===== src/rtl/branch_resolve_unit.sv =====
// EX-stage branch resolver: evaluates BEQ..BGEU/JAL/JALR, issues a registered one-cycle
// redirect on mispredict or jump, and squashes one wrong-path instruction. BHT enabled by BRU_BHT_EN.
module branch_resolve_unit #(
   parameter int          XLEN      = 32,
   parameter int          BHT_DEPTH = 64,
   parameter logic [1:0]  CNT_INIT  = 2'b01,
   parameter int          MCNT_W    = 16
) (
   input  logic              clk_i,
   input  logic              reset_i,
   input  logic [XLEN-1:0]   if_pc_i,
   output logic              pred_taken_o,
   input  logic              ex_valid_i,
   input  logic [6:0]        ex_opcode_i,
   input  logic [2:0]        ex_funct3_i,
   input  logic [XLEN-1:0]   ex_rs1_i,
   input  logic [XLEN-1:0]   ex_rs2_i,
   input  logic [XLEN-1:0]   ex_pc_i,
   input  logic [XLEN-1:0]   ex_imm_i,
   input  logic              ex_pred_taken_i,
   input  logic              stall_i,
   output logic              redirect_o,
   output logic [XLEN-1:0]   redirect_pc_o,
   output logic              br_taken_o,
   output logic [MCNT_W-1:0] mispredict_cnt_o
);

   localparam logic [6:0] OP_BRANCH = 7'b1100011;
   localparam logic [6:0] OP_JAL    = 7'b1101111;
   localparam logic [6:0] OP_JALR   = 7'b1100111;

   logic              redirect_q, redirect_d;
   logic [XLEN-1:0]   redirect_pc_q, redirect_pc_d;
   logic              br_taken_q, br_taken_d;
   logic [MCNT_W-1:0] mcnt_q, mcnt_d;
   logic              shadow_q, shadow_d;

   logic              eval, is_br, br_legal, is_jump, taken, bht_we;
   logic [XLEN-1:0]   br_target, jalr_target, fall_through, jump_target;

   assign eval         = ex_valid_i & ~stall_i & ~shadow_q;
   assign is_br        = (ex_opcode_i == OP_BRANCH);
   assign br_legal     = is_br & (ex_funct3_i[2:1] != 2'b01);
   assign is_jump      = (ex_opcode_i == OP_JAL) | (ex_opcode_i == OP_JALR);
   assign br_target    = ex_pc_i + ex_imm_i;
   assign jalr_target  = (ex_rs1_i + ex_imm_i) & ~XLEN'(1);
   assign fall_through = ex_pc_i + XLEN'(4);
   assign jump_target  = (ex_opcode_i == OP_JALR) ? jalr_target : br_target;
   assign bht_we       = eval & br_legal;

   always_comb begin
      taken = 1'b0;
      case (ex_funct3_i)
         3'b000:  taken = (ex_rs1_i == ex_rs2_i);
         3'b001:  taken = (ex_rs1_i != ex_rs2_i);
         3'b100:  taken = ($signed(ex_rs1_i) <  $signed(ex_rs2_i));
         3'b101:  taken = ($signed(ex_rs1_i) >= $signed(ex_rs2_i));
         3'b110:  taken = (ex_rs1_i <  ex_rs2_i);
         3'b111:  taken = (ex_rs1_i >= ex_rs2_i);
         default: taken = 1'b0;
      endcase
   end

   always_comb begin
      redirect_d    = 1'b0;
      redirect_pc_d = redirect_pc_q;
      br_taken_d    = br_taken_q;
      mcnt_d        = mcnt_q;
      // Shadow survives stalls so the squashed slot is the next instruction that actually issues.
      shadow_d      = stall_i ? shadow_q : 1'b0;
      if (eval && br_legal) begin
         br_taken_d = taken;
         if (taken != ex_pred_taken_i) begin
            redirect_d    = 1'b1;
            redirect_pc_d = taken ? br_target : fall_through;
            shadow_d      = 1'b1;
            if (~&mcnt_q)
               mcnt_d = mcnt_q + MCNT_W'(1);
         end
      end else if (eval && is_jump) begin
         redirect_d    = 1'b1;
         redirect_pc_d = jump_target;
         br_taken_d    = 1'b1;
         shadow_d      = 1'b1;
      end else if (eval && is_br) begin
         br_taken_d = 1'b0;
      end
   end

   always_ff @(posedge clk_i or posedge reset_i) begin
      if (reset_i) begin
         redirect_q    <= 1'b0;
         redirect_pc_q <= '0;
         br_taken_q    <= 1'b0;
         mcnt_q        <= '0;
         shadow_q      <= 1'b0;
      end else begin
         redirect_q    <= redirect_d;
         redirect_pc_q <= redirect_pc_d;
         br_taken_q    <= br_taken_d;
         mcnt_q        <= mcnt_d;
         shadow_q      <= shadow_d;
      end
   end

   assign redirect_o       = redirect_q;
   assign redirect_pc_o    = redirect_pc_q;
   assign br_taken_o       = br_taken_q;
   assign mispredict_cnt_o = mcnt_q;

`ifdef BRU_BHT_EN
   localparam int IDX_W = $clog2(BHT_DEPTH);

   logic [1:0]       bht_q [BHT_DEPTH];
   logic [IDX_W-1:0] rd_idx, wr_idx;

   assign rd_idx = if_pc_i[IDX_W+1:2];
   assign wr_idx = ex_pc_i[IDX_W+1:2];

   always_ff @(posedge clk_i or posedge reset_i) begin
      if (reset_i) begin
         for (int i = 0; i < BHT_DEPTH; i++)
            bht_q[i] <= CNT_INIT;
      end else if (bht_we) begin
         if (taken && bht_q[wr_idx] != 2'b11)
            bht_q[wr_idx] <= bht_q[wr_idx] + 2'd1;
         else if (!taken && bht_q[wr_idx] != 2'b00)
            bht_q[wr_idx] <= bht_q[wr_idx] - 2'd1;
      end
   end

   // Read is from the registered array, so a same-index update shows the old counter.
   assign pred_taken_o = bht_q[rd_idx][1];

   logic unused_ok;
   assign unused_ok = ^{if_pc_i, ex_pc_i};
`else
   assign pred_taken_o = 1'b0;

   logic unused_ok;
   assign unused_ok = ^{if_pc_i, CNT_INIT, BHT_DEPTH[0], bht_we};
`endif

endmodule


===== config.mk =====
export PLATFORM = sky130hd
export DESIGN_NAME = branch_resolve_unit
export DESIGN_NICKNAME = d
export VERILOG_FILES = /design/src/rtl/branch_resolve_unit.sv
export SDC_FILE = /design/constraint.sdc
export NUM_CORES = 1
export LEC_CHECK = 0
export ABC_AREA = 1
export ABC_CLOCK_PERIOD_IN_PS = 4950
export CORE_MARGIN = 2
export CORE_UTILIZATION = 50
export CTS_BUF_LIST = sky130_fd_sc_hd__clkbuf_4
export DETAILED_ROUTE_END_ITERATION = 8
export GPL_TIMING_DRIVEN = 1
export MAX_ROUTING_LAYER = met4
export PLACE_DENSITY = 0.79
export SETUP_SLACK_MARGIN = 0.05
export SLEW_MARGIN = 20
export SYNTH_ARGS = -nofsm -noshare
export SYNTH_HDL_FRONTEND = slang
export SYNTH_SLANG_ARGS = --single-unit

===== constraint.sdc =====
create_clock -name clk_i -period 4.95 [get_ports clk_i]
set_input_delay 1.485 -clock clk_i [delete_from_list [all_inputs] [get_ports clk_i]]
set_output_delay 1.485 -clock clk_i [all_outputs]
set_load 0.03 [all_outputs]

# Word level (Yosys, flattened, before mapping)
# Cells that the tools add are included.
totals:
  output_inout_bits: 51
  elab_cells: 58
  inputBits: 175
  register_bits: 51
op_classes:
  n_addsub: 4
  n_reduce_logical: 9
  bitwise_logic: 7
  n_lt_le_gt_ge: 4
  mux: 16
  eq_ne: 13
op_table:
  columns: ["cell", "count"]
  rows:
  - ["2-to-1 mux 32 bit", 5]
  - ["adder 32 bit", 2]
  - [">= comparator 32 bit", 2]
  - ["less-than comparator 32 bit", 2]
  - ["adder 32 x 3 -> 32 bit (second input constant)", 1]
  - ["equality test 32 bit", 1]
  - ["!= test 32 bit", 1]
  - ["equality test 7 bit (second input constant)", 3]
  - ["adder 16 x 1 -> 16 bit (second input constant)", 1]
  - ["AND reduction 16 bit", 1]
  - ["equality test 3 bit (second input constant)", 4]
  - ["2-to-1 mux 1 bit", 10]
  - ["one-hot mux 1 bit (6 select lines)", 1]
  - ["!= test 2 x 1 -> 1 bit (second input constant)", 2]
  - ["AND 1 bit", 3]
  - ["equality test 3 x 1 -> 1 bit (second input constant)", 1]
  - ["logical AND 1 bit", 3]
  - ["zero test 3 bit", 1]
  - ["inverter 1 bit", 3]
  - ["AND reduction 3 bit", 1]
  - ["nonzero test 3 bit", 1]
  - ["AND reduction 2 bit", 1]
  - ["nonzero test 2 bit", 1]
  - ["!= test 1 bit", 1]
  - ["OR 1 bit", 1]

# Depth between registers and ports, before layout
depth:
  word_depth: 7
  depth_mapped: 24
  ltp_nobuf: 23

# Worst setup path after synthesis
# No wires, ideal clock.
synth_path:
  kind: "input to register"
  startpoint: "in ex_pc_i[0]"
  endpoint: "reg redirect_pc_q[22], in the netlist redirect_pc_o[22]"
  stages: 18
  t_required_ns: 4.833
  setup_ns: 0.117
  t_arrival_ns: 3.522
  slack_ns: 1.311
  path_buffers: 0
  path_cell_list: "ha_1 > inv_1 > fa_1 > inv_1 > nand2_1 > o21ai_0 > nand2_1 > nand2_1 > nand3b_1 > nand2_1 > nand2_1 > a21oi_1 > xnor2_1 > nand2_1 > nand3_1 > nand2_1 > nand2_1 > nand2_1"
synth_via:
  elab_chain_cells: 4
  word_cells_on_any_way: 7
  cone_classes: "add/sub: 2; mux: 5"
synth_rtl:
  columns: ["item", "line_no", "source"]
  rows:
  - ["start, declared", "18", "input logic [XLEN-1:0] ex_pc_i,"]
  - ["adder 32 bit or adder 32 x 3 -> 32 bit (tied branches)", "45, 47", null]
  - ["2-to-1 mux 32 bit (on tied branches)", "48, 75", null]
  - ["2-to-1 mux 32 bit (on tied branches)", "80, 73", null]
  - ["2-to-1 mux 32 bit (*)", "71", "if (eval && br_legal) begin"]
  - ["end signal, assigned", "99", "redirect_pc_q <= redirect_pc_d;"]
  - ["end, declared", "33", "logic [XLEN-1:0] redirect_pc_q, redirect_pc_d;"]
# Every way passes the cells marked *; elsewhere a longest branch is shown, timed or not. The select of a mux whose other input is x is not followed.
# A chain may end at the register's enable or synchronous reset.

# Worst setup path after layout
layout_path:
  startpoint: "in ex_imm_i[0]"
  endpoint: "reg redirect_pc_q[30], in the netlist redirect_pc_o[30]"
layout_via:
  elab_chain_cells: 4
  word_cells_on_any_way: 7
  cone_classes: "add/sub: 2; mux: 5"
layout_rtl:
  columns: ["item", "line_no", "source"]
  rows:
  - ["start, declared", "19", "input logic [XLEN-1:0] ex_imm_i,"]
  - ["adder 32 bit (on tied branches)", "45, 46", null]
  - ["2-to-1 mux 32 bit (on tied branches)", "48, 75", null]
  - ["2-to-1 mux 32 bit (on tied branches)", "80, 73", null]
  - ["2-to-1 mux 32 bit (*)", "71", null]
# Marked as above.

==> summary.txt <==
Floorplanning
  • Die Y: 137 um
  • Placement Rows: 48
  • Initial Util: 0.510
  • Total die area: 18,600 sq um
  • I/O pins: 226
  • Core area: between 15,000 and 20,000 sq um
  • Chip width: 137 um

Detailed routing
  • DRC viols: 0
  • Vias: about 10,000
  • DRT Pass-1 Iters: 5
  • Routed Antenna Nets: 0
  • WL/cell: 15.9 um
  • Number of vias per cell: 5.50
  • WL final: 29,900 um
  • DRT iter0 DRCs: 787

STA
  • Hold WS: 0.518 ns
  • Least-Margin Pin Slew: 0.855 ns
  • Tmin final: ~4.2 ns
  • Pins Over Slew Limit: 0
  • Final Hold Vio Count: 0
  • RSZ-0062 raised after global routing: false
  • Final number of setup-violating endpoints: 0
  • Max_slew headroom: 0.430
  • Setup Skew: 0.0143 ns
  • Final period utilization: 0.841
  • Fmax achieved: 0.240 GHz
  • Setup TNS: 0 ns

Synth
  • Simple-gate share of the synthesized area: 0.400
  • Syn_nets: 1,752
  • Avg Cell Area, Syn: around 5.9 sq um
  • Post-Synth XOR/XNOR Area: 0.0788
  • Mux cell area share after synthesis: 0
  • Largest family of logic cells by synthesized area: simple AND/OR/NAND/NOR gates
  • Sequential share of the synthesized area: 0.145
  • FF+latch count, synth: 51
  • Synth warn: 0
  • Netlist cell types: between 40 and 50
  • Synth Area in Adders: 0.140
  • Synth Cell Area: roughly 8800 sq um
  • Complex-gate fraction of the synthesized area: 0.132
  • Post-synthesis instance total: 1,480

CTS
  • Clock buffer count from CTS: 5
  • CTS Buffer Depth: 2
  • Clock root buffer: clkbuf_4
  • H-tree depth: 2
  • CTS clk-pin slew, worst paths: 0.14 ns
  • Cts repair resizes: 0
  • Later-pin clock latency in the skew report: 0.37 ns
  • Sink Count: 51
  • Post-CTS Setup Repair Bufs: 0
  • Hold Buf Count CTS: 0
  • CTS tree: built

Cells and area
  • Multi-input gate area: 6600 sq um
  • Layout filler cell count: 1,719
  • NumNets Final: between 1,500 and 2,000
  • Inserted Diodes: 0
  • Most used cells in the layout excluding fill and tap cells: nand2_1 (423), inv_1 (196), clkdlybuf4s50_1 (192), nand3_1 (190), nor2_1 (120)
  • Register area: around 1300 sq um
  • Area Growth Syn to Fin: 25.2%
  • Fin area: around 11,000 sq um
  • Layout cells sized above 1: 0.0211
  • Post-Layout Cell Count: 1,886
  • Commonest non-fill, non-tap cell in the layout: nand2_1

Power and ir drop
  • P per Cell Area: 163 nW/um^2
  • Worst vdd ir: 0.154 mV
  • Leakage: 5.52 nW

Flow run
  • Max-cap viol count: 0

Place
  • DP Area: about 11,000 sq um
  • Detail Placement HPWL: approximately 26,000 um
  • GP Congestion: just over 1
  • I/O Buffers: 192
  • Placed insts: 1,878

Critical path
  • Setup slack, reg-to-reg: around 3 ns
  • CP Class: in -> reg
  • Reg2reg path depth: 10
  • Arr. time, crit path: 4.44 ns
  • FF-to-FF Start: shadow_q$_DFF_PP0_
  • Startpoint types: input pin
  • Required time worst endpoint: 5.23 ns
  • Largest fanout on the critical path: 3
  • RR Endpoint: redirect_pc_o[29]$_DFFE_PP0P_
  • CP Capture Type: register

Global routing
  • Vias in the first global route: 9,544
  • Largest net degree at the start of global routing: 52
  • GR Util All Layers: 0.330
  • Total gr overflow: 0
  • Initial antenna violation count: 0
  • First-pass GRT wire length: 47,100 um

Hold path
  • WHS Endpoint: redirect_pc_o[13]$_DFFE_PP0P_
  • Min-delay src: redirect_pc_o[13]$_DFFE_PP0P_
  • Hold Path Class: reg -> reg
  • Hold Path Cell Cnt: 2

Status
  • Outcome: completed
[cell families (layout without fill, tap and decap cells)]
group                    after synthesis  count (layout)
flip-flops                            51              51
other                                  1               1
adder cells (fa/ha/maj)               97              97
XOR/XNOR                              79              79
AO/OA/AOI/OAI                        202             202
buffers and inverters                233             414
AND/OR/NAND/NOR                      817             817
[area by class of cell]
| cell class | count | area share |
|---|---|---|
| clock inverters | 2 | 0.00114 |
| well taps | 225 | 0.0256 |
| flip-flops and latches | 51 | 0.116 |
| inverters | 198 | 0.0677 |
| multi-input cells | 1196 | 0.600 |
| repair buffers | 208 | 0.186 |
| clock buffers | 6 | 0.00409 |
[stage by stage]
stage,utilization,setup slack (ns),power [mW]
finish,0.638,0.788,1.79
global route,0.638,0.588,1.94
CTS,0.638,0.822,1.78
detailed placement,0.635,0.423,1.60
global placement,0.635,0.482,1.58
floorplan,-,1.31,1.18
[report_power, final]
part           internal (mW)  switching, mW
logic                  0.457          0.675
clock network         0.0605          0.125
registers              0.453         0.0211
[per-layer routing]
layer  track usage  vias up  routed length, um
li1              -     5259                  -
met1         0.458     4652              13500
met2         0.519      422              13400
met3        0.0167       47               2200
met4         0.103        0                864
met5             -        -                  0
[flip-flops by register name, summed over array words and instances (netlist names)]
signal	count
mispredict_cnt_o	16
redirect_o	1
br_taken_o	1
redirect_pc_o	32
shadow_q	1
[worst max path at each step]
| stage | end | start | cells past startpoint |
|---|---|---|---|
| floorplan | redirect_pc_o[22]$_DFFE_PP0P_ | ex_pc_i[0] | 18 |
| global placement | redirect_pc_o[30]$_DFFE_PP0P_ | ex_imm_i[0] | 19 |
| detailed placement | redirect_pc_o[30]$_DFFE_PP0P_ | ex_imm_i[0] | 19 |
| CTS | redirect_pc_o[30]$_DFFE_PP0P_ | ex_imm_i[0] | 19 |
| global route | redirect_pc_o[16]$_DFFE_PP0P_ | ex_imm_i[1] | 17 |
| finish | redirect_pc_o[30]$_DFFE_PP0P_ | ex_imm_i[0] | 19 |
[synth_stat cells, drive strengths merged]
cell | count | area share
a31oi | 12 | 0.0085
nor2 | 121 | 0.053
a21o | 18 | 0.015
a31o | 1 | 0.0010
xor2 | 47 | 0.047
xnor2 | 32 | 0.032
o31ai | 1 | 0.00085
o211ai | 11 | 0.0094
a21boi | 1 | 0.00085
nor3b | 2 | 0.0023
nor3 | 33 | 0.019
nand3b | 5 | 0.0043
nand2 | 426 | 0.18
o311ai | 1 | 0.0010
a21oi | 88 | 0.050
ha | 95 | 0.14
conb | 1 | 0.00043
a41oi | 1 | 0.0010
o21ai | 53 | 0.030
nand4 | 26 | 0.019
o221ai | 3 | 0.0030
clkinv | 1 | 0.00043
o21bai | 5 | 0.0043
dfrtp | 51 | 0.15
buf | 18 | 0.013
nand3 | 192 | 0.11
and3 | 2 | 0.0014
inv | 197 | 0.084
clkbuf | 17 | 0.0073
fa | 2 | 0.0046
nor4 | 9 | 0.0064
o21a | 7 | 0.0060
or2 | 1 | 0.00071
[worst max-delay path: stages]
cell and delay [ns]:
clkdlybuf4s50_1 0.53, ha_1 0.20, inv_1 0.05, fa_1 0.39
inv_1 0.08, nand2_1 0.04, o21ai_0 0.31, nand2_1 0.09
nand2_1 0.13, nand3b_1 0.09, nand2_1 0.14, nand4_1 0.14
nand2_1 0.14, xor2_1 0.23, nand2_1 0.08, nand3_1 0.08
nand2_1 0.10, nand2_1 0.08, nand2_1 0.06
No activity file was read; power rests on OpenSTA's default activity.
